**config.mk**
```make
export PLATFORM = sky130hd
export DESIGN_NAME = dbg_scan_ctrl
export DESIGN_NICKNAME = d
export VERILOG_FILES = /design/src/rtl/dbg_pkg.sv /design/src/rtl/dbg_word_buf.sv /design/src/rtl/dbg_scan_ctrl.sv
export SDC_FILE = /design/constraint.sdc
export NUM_CORES = 1
export LEC_CHECK = 0
export ABC_CLOCK_PERIOD_IN_PS = 2700
export CAP_MARGIN = 5
export CORE_MARGIN = 2
export CORE_UTILIZATION = 46
export DETAILED_ROUTE_END_ITERATION = 8
export PLACE_DENSITY = 0.79
export SYNTH_ARGS = -nofsm -noshare
export SYNTH_HDL_FRONTEND = slang
export SYNTH_SLANG_ARGS = --single-unit
```
**constraint.sdc**
```tcl
create_clock -name clk -period 2.7 [get_ports clk]
set_clock_uncertainty 0.2 [all_clocks]
set_input_delay 0.54 -clock clk [delete_from_list [all_inputs] [get_ports clk]]
set_output_delay 0.54 -clock clk [all_outputs]
set_load 0.01 [all_outputs]
```
**src/rtl/dbg_pkg.sv**
```systemverilog
// Shared types and debug-map constants for the debug scan sequencer.
// Optional checksum word is enabled by defining DBG_SCAN_CSUM_EN.
package dbg_pkg;

    typedef enum logic [2:0] {
        IDLE,
        ADDR,
        WAIT,
        PUSH,
        CSUM,
        FIN
    } scan_state_t;

    // Debug map regions, decoded from addr[19:16]
    localparam int          REGION_LSB = 16;
    localparam logic [3:0]  REG_CPU     = 4'h0;
    localparam logic [3:0]  REG_RF      = 4'h1;
    localparam logic [3:0]  REG_IMU_USR = 4'h2;
    localparam logic [3:0]  REG_IMU_INT = 4'h3;
    localparam logic [3:0]  REG_DMU_USR = 4'h4;
    localparam logic [3:0]  REG_DMU_STK = 4'h5;

    function automatic logic [3:0] dbg_region(input logic [31:0] addr);
        return addr[REGION_LSB+3:REGION_LSB];
    endfunction

endpackage

```
**src/rtl/dbg_word_buf.sv**
```systemverilog
// Single-entry output holding register: captures a word on load and holds it
// with valid asserted until the host handshakes it.
module dbg_word_buf (
    input  logic        clk,
    input  logic        rst,
    input  logic        clr,
    input  logic        load,
    input  logic [31:0] load_data,
    input  logic        out_ready,
    output logic [31:0] out_data,
    output logic        out_valid,
    output logic        accept
);

    logic [31:0] data_reg;
    logic        valid_reg;

    assign accept    = valid_reg & out_ready;
    assign out_data  = data_reg;
    assign out_valid = valid_reg;

    // Data is kept on clear so an aborted burst leaves the last word visible.
    always_ff @(posedge clk) begin
        if (rst) begin
            data_reg  <= '0;
            valid_reg <= 1'b0;
        end else if (clr) begin
            valid_reg <= 1'b0;
        end else if (load) begin
            data_reg  <= load_data;
            valid_reg <= 1'b1;
        end else if (accept) begin
            valid_reg <= 1'b0;
        end
    end

endmodule

```
**src/rtl/dbg_scan_ctrl.sv**
```systemverilog
// Burst sequencer for the debug bus: walks chk_addr and streams chk_data words
// on a valid/ready port. Define DBG_SCAN_CSUM_EN to append a 32-bit sum word.
module dbg_scan_ctrl
    import dbg_pkg::*;
#(
    parameter int RD_LAT = 1,
    parameter int CNT_W  = 16
) (
    input  logic             clk,
    input  logic             rst,
    input  logic             start,
    input  logic [31:0]      base_addr,
    input  logic [CNT_W-1:0] count,
    input  logic             abort,
    output logic [31:0]      chk_addr,
    input  logic [31:0]      chk_data,
    output logic [31:0]      out_data,
    output logic             out_valid,
    input  logic             out_ready,
    output logic             busy,
    output logic             done
);

    localparam int WAIT_W = (RD_LAT > 1) ? $clog2(RD_LAT) : 1;
    localparam logic [WAIT_W-1:0] WAIT_LAST = WAIT_W'((RD_LAT > 0) ? RD_LAT - 1 : 0);

`ifdef DBG_SCAN_CSUM_EN
    localparam scan_state_t TAIL_ST = CSUM;
`else
    localparam scan_state_t TAIL_ST = FIN;
`endif

    scan_state_t       state_reg, state_next;
    logic [31:0]       chk_addr_reg, chk_addr_next;
    logic [CNT_W-1:0]  remaining_reg, remaining_next;
    logic [WAIT_W-1:0] wait_cnt_reg, wait_cnt_next;
    logic              buf_load, buf_clr, buf_accept;
    logic [31:0]       buf_load_data;
`ifdef DBG_SCAN_CSUM_EN
    logic [31:0]       sum_reg, sum_next;
    logic              csum_sent_reg, csum_sent_next;
`endif

    always_ff @(posedge clk) begin
        if (rst) begin
            state_reg     <= IDLE;
            chk_addr_reg  <= '0;
            remaining_reg <= '0;
            wait_cnt_reg  <= '0;
`ifdef DBG_SCAN_CSUM_EN
            sum_reg       <= '0;
            csum_sent_reg <= 1'b0;
`endif
        end else begin
            state_reg     <= state_next;
            chk_addr_reg  <= chk_addr_next;
            remaining_reg <= remaining_next;
            wait_cnt_reg  <= wait_cnt_next;
`ifdef DBG_SCAN_CSUM_EN
            sum_reg       <= sum_next;
            csum_sent_reg <= csum_sent_next;
`endif
        end
    end

    always_comb begin
        state_next     = state_reg;
        chk_addr_next  = chk_addr_reg;
        remaining_next = remaining_reg;
        wait_cnt_next  = wait_cnt_reg;
        buf_load       = 1'b0;
        buf_clr        = 1'b0;
        buf_load_data  = chk_data;
`ifdef DBG_SCAN_CSUM_EN
        sum_next       = sum_reg;
        csum_sent_next = csum_sent_reg;
`endif
        // Abort outranks everything; chk_addr is deliberately left where it was.
        if (abort && state_reg != IDLE) begin
            state_next = IDLE;
            buf_clr    = 1'b1;
        end else begin
            case (state_reg)
                IDLE: begin
                    if (start && !abort) begin
                        chk_addr_next  = base_addr;
                        remaining_next = count;
                        state_next     = (count == '0) ? TAIL_ST : ADDR;
`ifdef DBG_SCAN_CSUM_EN
                        sum_next       = '0;
                        csum_sent_next = 1'b0;
`endif
                    end
                end
                ADDR: begin
                    if (RD_LAT == 0) begin
                        buf_load   = 1'b1;
                        state_next = PUSH;
                    end else begin
                        wait_cnt_next = '0;
                        state_next    = WAIT;
                    end
                end
                WAIT: begin
                    if (wait_cnt_reg == WAIT_LAST) begin
                        buf_load   = 1'b1;
                        state_next = PUSH;
                    end else begin
                        wait_cnt_next = wait_cnt_reg + 1'b1;
                    end
                end
                PUSH: begin
                    if (buf_accept) begin
`ifdef DBG_SCAN_CSUM_EN
                        if (csum_sent_reg) state_next = FIN;
                        else
`endif
                        begin
                            remaining_next = remaining_reg - 1'b1;
                            if (remaining_reg == CNT_W'(1)) begin
                                state_next = TAIL_ST;
                            end else begin
                                chk_addr_next = chk_addr_reg + 32'd1;
                                state_next    = ADDR;
                            end
                        end
                    end
                end
`ifdef DBG_SCAN_CSUM_EN
                CSUM: begin
                    buf_load       = 1'b1;
                    buf_load_data  = sum_reg;
                    csum_sent_next = 1'b1;
                    state_next     = PUSH;
                end
`endif
                FIN:     state_next = IDLE;
                default: state_next = IDLE;
            endcase
`ifdef DBG_SCAN_CSUM_EN
            // Sum what gets loaded; an aborted burst never reaches CSUM anyway.
            if (buf_load && state_reg != CSUM) sum_next = sum_reg + chk_data;
`endif
        end
    end

    dbg_word_buf u_word_buf (
        .clk       (clk),
        .rst       (rst),
        .clr       (buf_clr),
        .load      (buf_load),
        .load_data (buf_load_data),
        .out_ready (out_ready),
        .out_data  (out_data),
        .out_valid (out_valid),
        .accept    (buf_accept)
    );

    assign chk_addr = chk_addr_reg;
    assign busy     = (state_reg != IDLE);
    assign done     = (state_reg == FIN);

endmodule

```
### Word-level counts from Yosys, hierarchy flattened

Index checks and enable logic that the tools add are counted.

* input bits: 85
* register bits: 85
* logic and storage cells: 58
* output and inout port bits: 67

* $add $sub $neg: 3
* equality and inequality tests: 9
* bitwise logic cells: 3
* reduce and logical (&&, ||, !) cells: 16
* multiplexer cells: 21

Operator list (count)
* $mux 32: 3
* $pmux 32 s2: 1
* $add 32x1->32 const B: 1
* $mux 16: 2
* $pmux 16 s2: 1
* $eq 16x1->1 const B: 1
* $logic_not 16->1: 1
* $sub 16x1->16 const B: 1
* $mux 3: 5
* $pmux 3 s4: 1
* $ne 2x2->1 const B: 4
* $mux 1: 7
* $eq 3x2->1 const B: 2
* $reduce_bool 2->1: 3
* $reduce_and 5->1: 1
* $reduce_and 2->1: 2
* $reduce_and 4->1: 1
* $reduce_or 2->1: 2
* $eq 3x1->1 const B: 1
* $eq 3x3->1 const B: 1
* $logic_not 3->1: 1
* $reduce_and 3->1: 1
* $reduce_bool 3->1: 1
* $logic_and 1x1->1: 2
* other kinds (5): 6

### Depth between registers and ports, before layout

* word-level depth: 5
* gate-level depth with buffers: 8
* mapped depth without buffers: 7

### Modules after synthesis

Synthesis repeated with hierarchy kept, for this count alone.

* cells, all modules: 604
* area total of the unflattened synthesis: 4772.1 um2

By module, submodules not included
* dbg_scan_ctrl: sequential area each 1021.0 um2, area each 3265.6 um2, cells an instance 454, times used 1
* dbg_word_buf: sequential area each 660.6 um2, area each 1506.4 um2, cells an instance 150, times used 1

### Worst setup path after synthesis

Ideal clock, no wire load.

* path type: reg-to-reg
* from: register chk_addr_reg[0], in the netlist chk_addr[0]
* to: register chk_addr_reg[26], in the netlist chk_addr[26]
* required time: 2363 ps
* path buffers: 1
* clock period less this slack: 2375 ps
* path slack: 325 ps
* stages on the path, launching flop included: 8
* arrival time: 2038 ps
* library setup time: 137 ps
* cells stage by stage: dfxtp_1 ha_1 nand2_1 or4_1 buf_2 or4_1 o21ai_2 a221oi_2

* longest elaborated chain between the ends: 4

RTL lines
* start: declaration: RTL line dbg_scan_ctrl.sv:34 `logic [31:0] chk_addr_reg, chk_addr_next;`
* start signal: assignment: RTL line dbg_scan_ctrl.sv:56 `chk_addr_reg <= chk_addr_next;`
* $add 32x1->32: RTL line dbg_scan_ctrl.sv:123 `chk_addr_next = chk_addr_reg + 32'd1;`
* $mux 32: RTL line dbg_scan_ctrl.sv:120 `if (remaining_reg == CNT_W'(1)) begin`
* $mux 32: RTL line dbg_scan_ctrl.sv:113 `if (buf_accept) begin`
* $pmux 32 s2: RTL line dbg_scan_ctrl.sv:83 `case (state_reg)`

No other way between the ends. The select of a mux whose other input is x is not followed.
A chain may end at the register's enable or synchronous reset.

### Final worst setup path

* from: register state_reg[2]
* to: output busy

* longest elaborated chain between the ends: 1

RTL lines
* start: declaration: RTL line dbg_scan_ctrl.sv:33 `scan_state_t state_reg, state_next;`
* start signal: assignment: RTL line dbg_scan_ctrl.sv:55 `state_reg <= state_next;`
* $reduce_bool 3->1: RTL line dbg_scan_ctrl.sv:160 `assign busy = (state_reg != IDLE);`
* end: declaration: RTL line dbg_scan_ctrl.sv:20 `output logic busy,`

No other way between the ends.

==> run_results.csv <==
group,metric,value,unit
pwr,p_comb_frac,0.175,
sta,hold_viol_final,0,
drt,wl_per_cell,16.36,um
placement,port_buffers,151,
cts,cts_sinks,84,
die,die_area,0.01042,mm^2
synthesis,yosys_warnings,0,
grt,grt_pass1_vias,4767,
pwr,switching_share,0.2812,
pwr,power_density,435.5,mW/mm^2
synthesis,synthXorXnorAreaFrac,0,
synthesis,syn_area,0.004425,mm^2
cts,clkTransAtPathRegs,0.10,ns
cts,clock-root-buffer,"clkbuf_8",
setup_path,cp.arrival,1.71,ns
synthesis,syn_inst,599,
synthesis,ys_top_cells_by_area,"dfxtp_1 (38%), nand2_1 (10%), a21oi_1 (9.0%)",
grt,overflow,0,
grt,grt_antenna_before_repair,0,
grt,grt_start_max_net_pins,50,
synthesis,synth-simple-area-share,0.2858,
pwr,max-vdd-ir-drop,0.0003229,V
drt,finalWirelength,14.36,mm
synthesis,synth-edff-count,0,
setup_path,startpoint_type,"flop",
drt,via_per_inst,5.888,
die,die_w,102.1,um
cts,htreeDepth,3,
setup_path,slowest_stage,"clkdlybuf4s50_1",
synthesis,synthAdderAreaFrac,0.008482,
drt,drc,0,
synthesis,yosysMostFrequentCell,"nand2_1",
grt,grt.total_usage,0.2688,
cts,numCtsBuffers,9,
sta,fmaxAchievable,408.6,MHz
drt,num_vias,5170,
sta,fin_setup_tns,0,ns
placement,placed_cell_area,0.006161,mm^2
synthesis,synth_cell_type_count,59,
cts,post_cts_resized,0,
cts,cts_hold_buf,0,
synthesis,synth_common_cells,"nand2_1 (120), dfxtp_1 (84), a21oi_1 (80)",
synthesis,synth_top_family_by_area,"simple AND/OR/NAND/NOR gates",
cts,clock_latency,0.36,ns
synthesis,synth_top_cell_by_area,"dfxtp_1",
synthesis,synth-compound-area-share,0.2805,
grt,grt_pass1_wl,22.76,mm
synthesis,synthesis.nets,687,
final_layout,antenna_cells,0,
setup_path,crit_type,"reg2out",
final_layout,drive_above_1_share,0.07877,
pwr,sequentialPowerShare,0.485,
final_layout,postLayoutCellArea,0.006365,mm^2
final_layout,final_core_util,0.6856,
sta,holdWs,0.2578,ns
synthesis,yosysSeqAreaShare,0.3800,
placement,place_congestion,0.8805,
sta,setup_violations,0,
worst_hold_path,hold_path.class,"reg2reg",
die,die_h,102.1,um
sta,drv_slew,0,
cts,cts_tree,"done",
synthesis,synth.avg_cell_area,7.388,um^2
sta,period_share,0.9065,
final_layout,nets,832,
synthesis,netlist.area_leader.share,0.3800,
placement,dp_hpwl,10.34,mm
pwr,p_int,1992,uW
die,initial_core_util,0.4767,
setup_path,cpPeakStageDelay,0.52,ns
drt,ant_nets,0,
die,core.rowCount,35,
setup_path,cp-end-kind,"output pin",
pwr,power_switching,779.4,uW
pwr,p_clk_frac,0.340,
synthesis,muxShareOfSynthArea,0,
sta,tightest_slew,0.6122,ns
sta,relSlewSlack,0.5881,
drt,drt_iter0_drc,265,
run,cap_violations,0,
synthesis,synth_flop_cell,"dfxtp_1",
cts,cts_buffer_depth,2,
cts,cts_setup_buffers,0,
setup_path,crit_required,1.96,ns
die,core,0.009284,mm^2
final_layout,fillers,813,
setup_path,crit_family,"buffers and inverters",
synthesis,ys_async_sr_fraction,0,
setup_path,path_max_fanout,7,
synthesis,ys_ff_latch,84,
status,status,"finished, final reports clean",
sta,rsz0062_at_grt,"false",
setup_path,crit_buf_inv,1,
sta,final.min_clock_period,2.447,ns
die,ios,152,
drt,first_pass_iters,5,
pwr,p_leak,0.002179,uW
setup_path,worstPathCellList,"or3_1 -> clkdlybuf4s50_1",
final_layout,areaGrowthSynthToFinish,43.82,%
cells by family (layout without fill, tap and decap cells):
logic type | after synthesis | in the layout
buffers and inverters | 52 | 202
and+or+nand+nor | 264 | 264
adders and majority gates | 3 | 3
AOI/OAI and AO/OA | 196 | 196
DFF | 84 | 84
per-stage QoR:
step,setup slack (ns),power [uW],instances
floorplan,0.3254,1574,599
global placement,0.1800,1838,862
detailed placement,0.1126,1852,862
CTS,0.2292,2784,878
global route,0.1596,2880,878
finish,0.2525,2772,878
per-layer routing:
layer / up-vias / part of all wire / global-route usage / wire (um)
li1: 2499 / - / - / -
met4: 0 / 0.012 / 0.08718 / 169
met1: 2418 / 0.42 / 0.3554 / 6037
met2: 235 / 0.49 / 0.4489 / 7047
met5: - / 0 / 0 / 0
met3: 18 / 0.077 / 0.04514 / 1110
final cells by class:
cell class | count | area, um^2 | area share
Inverter | 8 | 30.03 | 0.004718
Tap cell | 129 | 161.4 | 0.02536
Sequential cell | 84 | 1682 | 0.2642
Clock inverter | 7 | 80.08 | 0.01258
Multi-Input combinational cell | 463 | 2554 | 0.4012
Clock buffer | 9 | 123.9 | 0.01946
Timing Repair Buffer | 178 | 1734 | 0.2725
cell usage in the layout, fill, tap and decap left out, types with 13 or more instances in the layout:
master,instances
nand3_1,13
a21oi_1,80
buf_4,25
o21ai_0,33
nand2_1,120
nand4_1,15
nor3_1,21
dfxtp_1,84
nor2_1,40
clkdlybuf4s50_1,150
path summary, 6_finish.rpt:
kind	to	from	cells after the start	slack, ns
max	busy	state_reg[2]	2	0.25
max reg2reg	chk_addr[26]	chk_addr[7]	5	0.30
min reg2reg	u_word_buf.out_data[22]	u_word_buf.out_data[22]	2	0.26
min	u_word_buf.out_data[22]	u_word_buf.out_data[22]	2	0.26
worst min-delay path: stages (launching register included):
cell	delay (ns)
dfxtp_1	0.32
nand2_1	0.05
a21oi_1	0.05
power by group through the flow:
stage	Sequential, uW	Combinational, uW	Clock (uW)
6_report	1340	485	942
2_1_floorplan	1370	200	0
5_1_grt	1350	523	1000
3_5_place_dp	1370	481	0
3_3_place_gp	1370	469	0
4_1_cts	1340	484	958
Power figures use the tool's default switching activity.
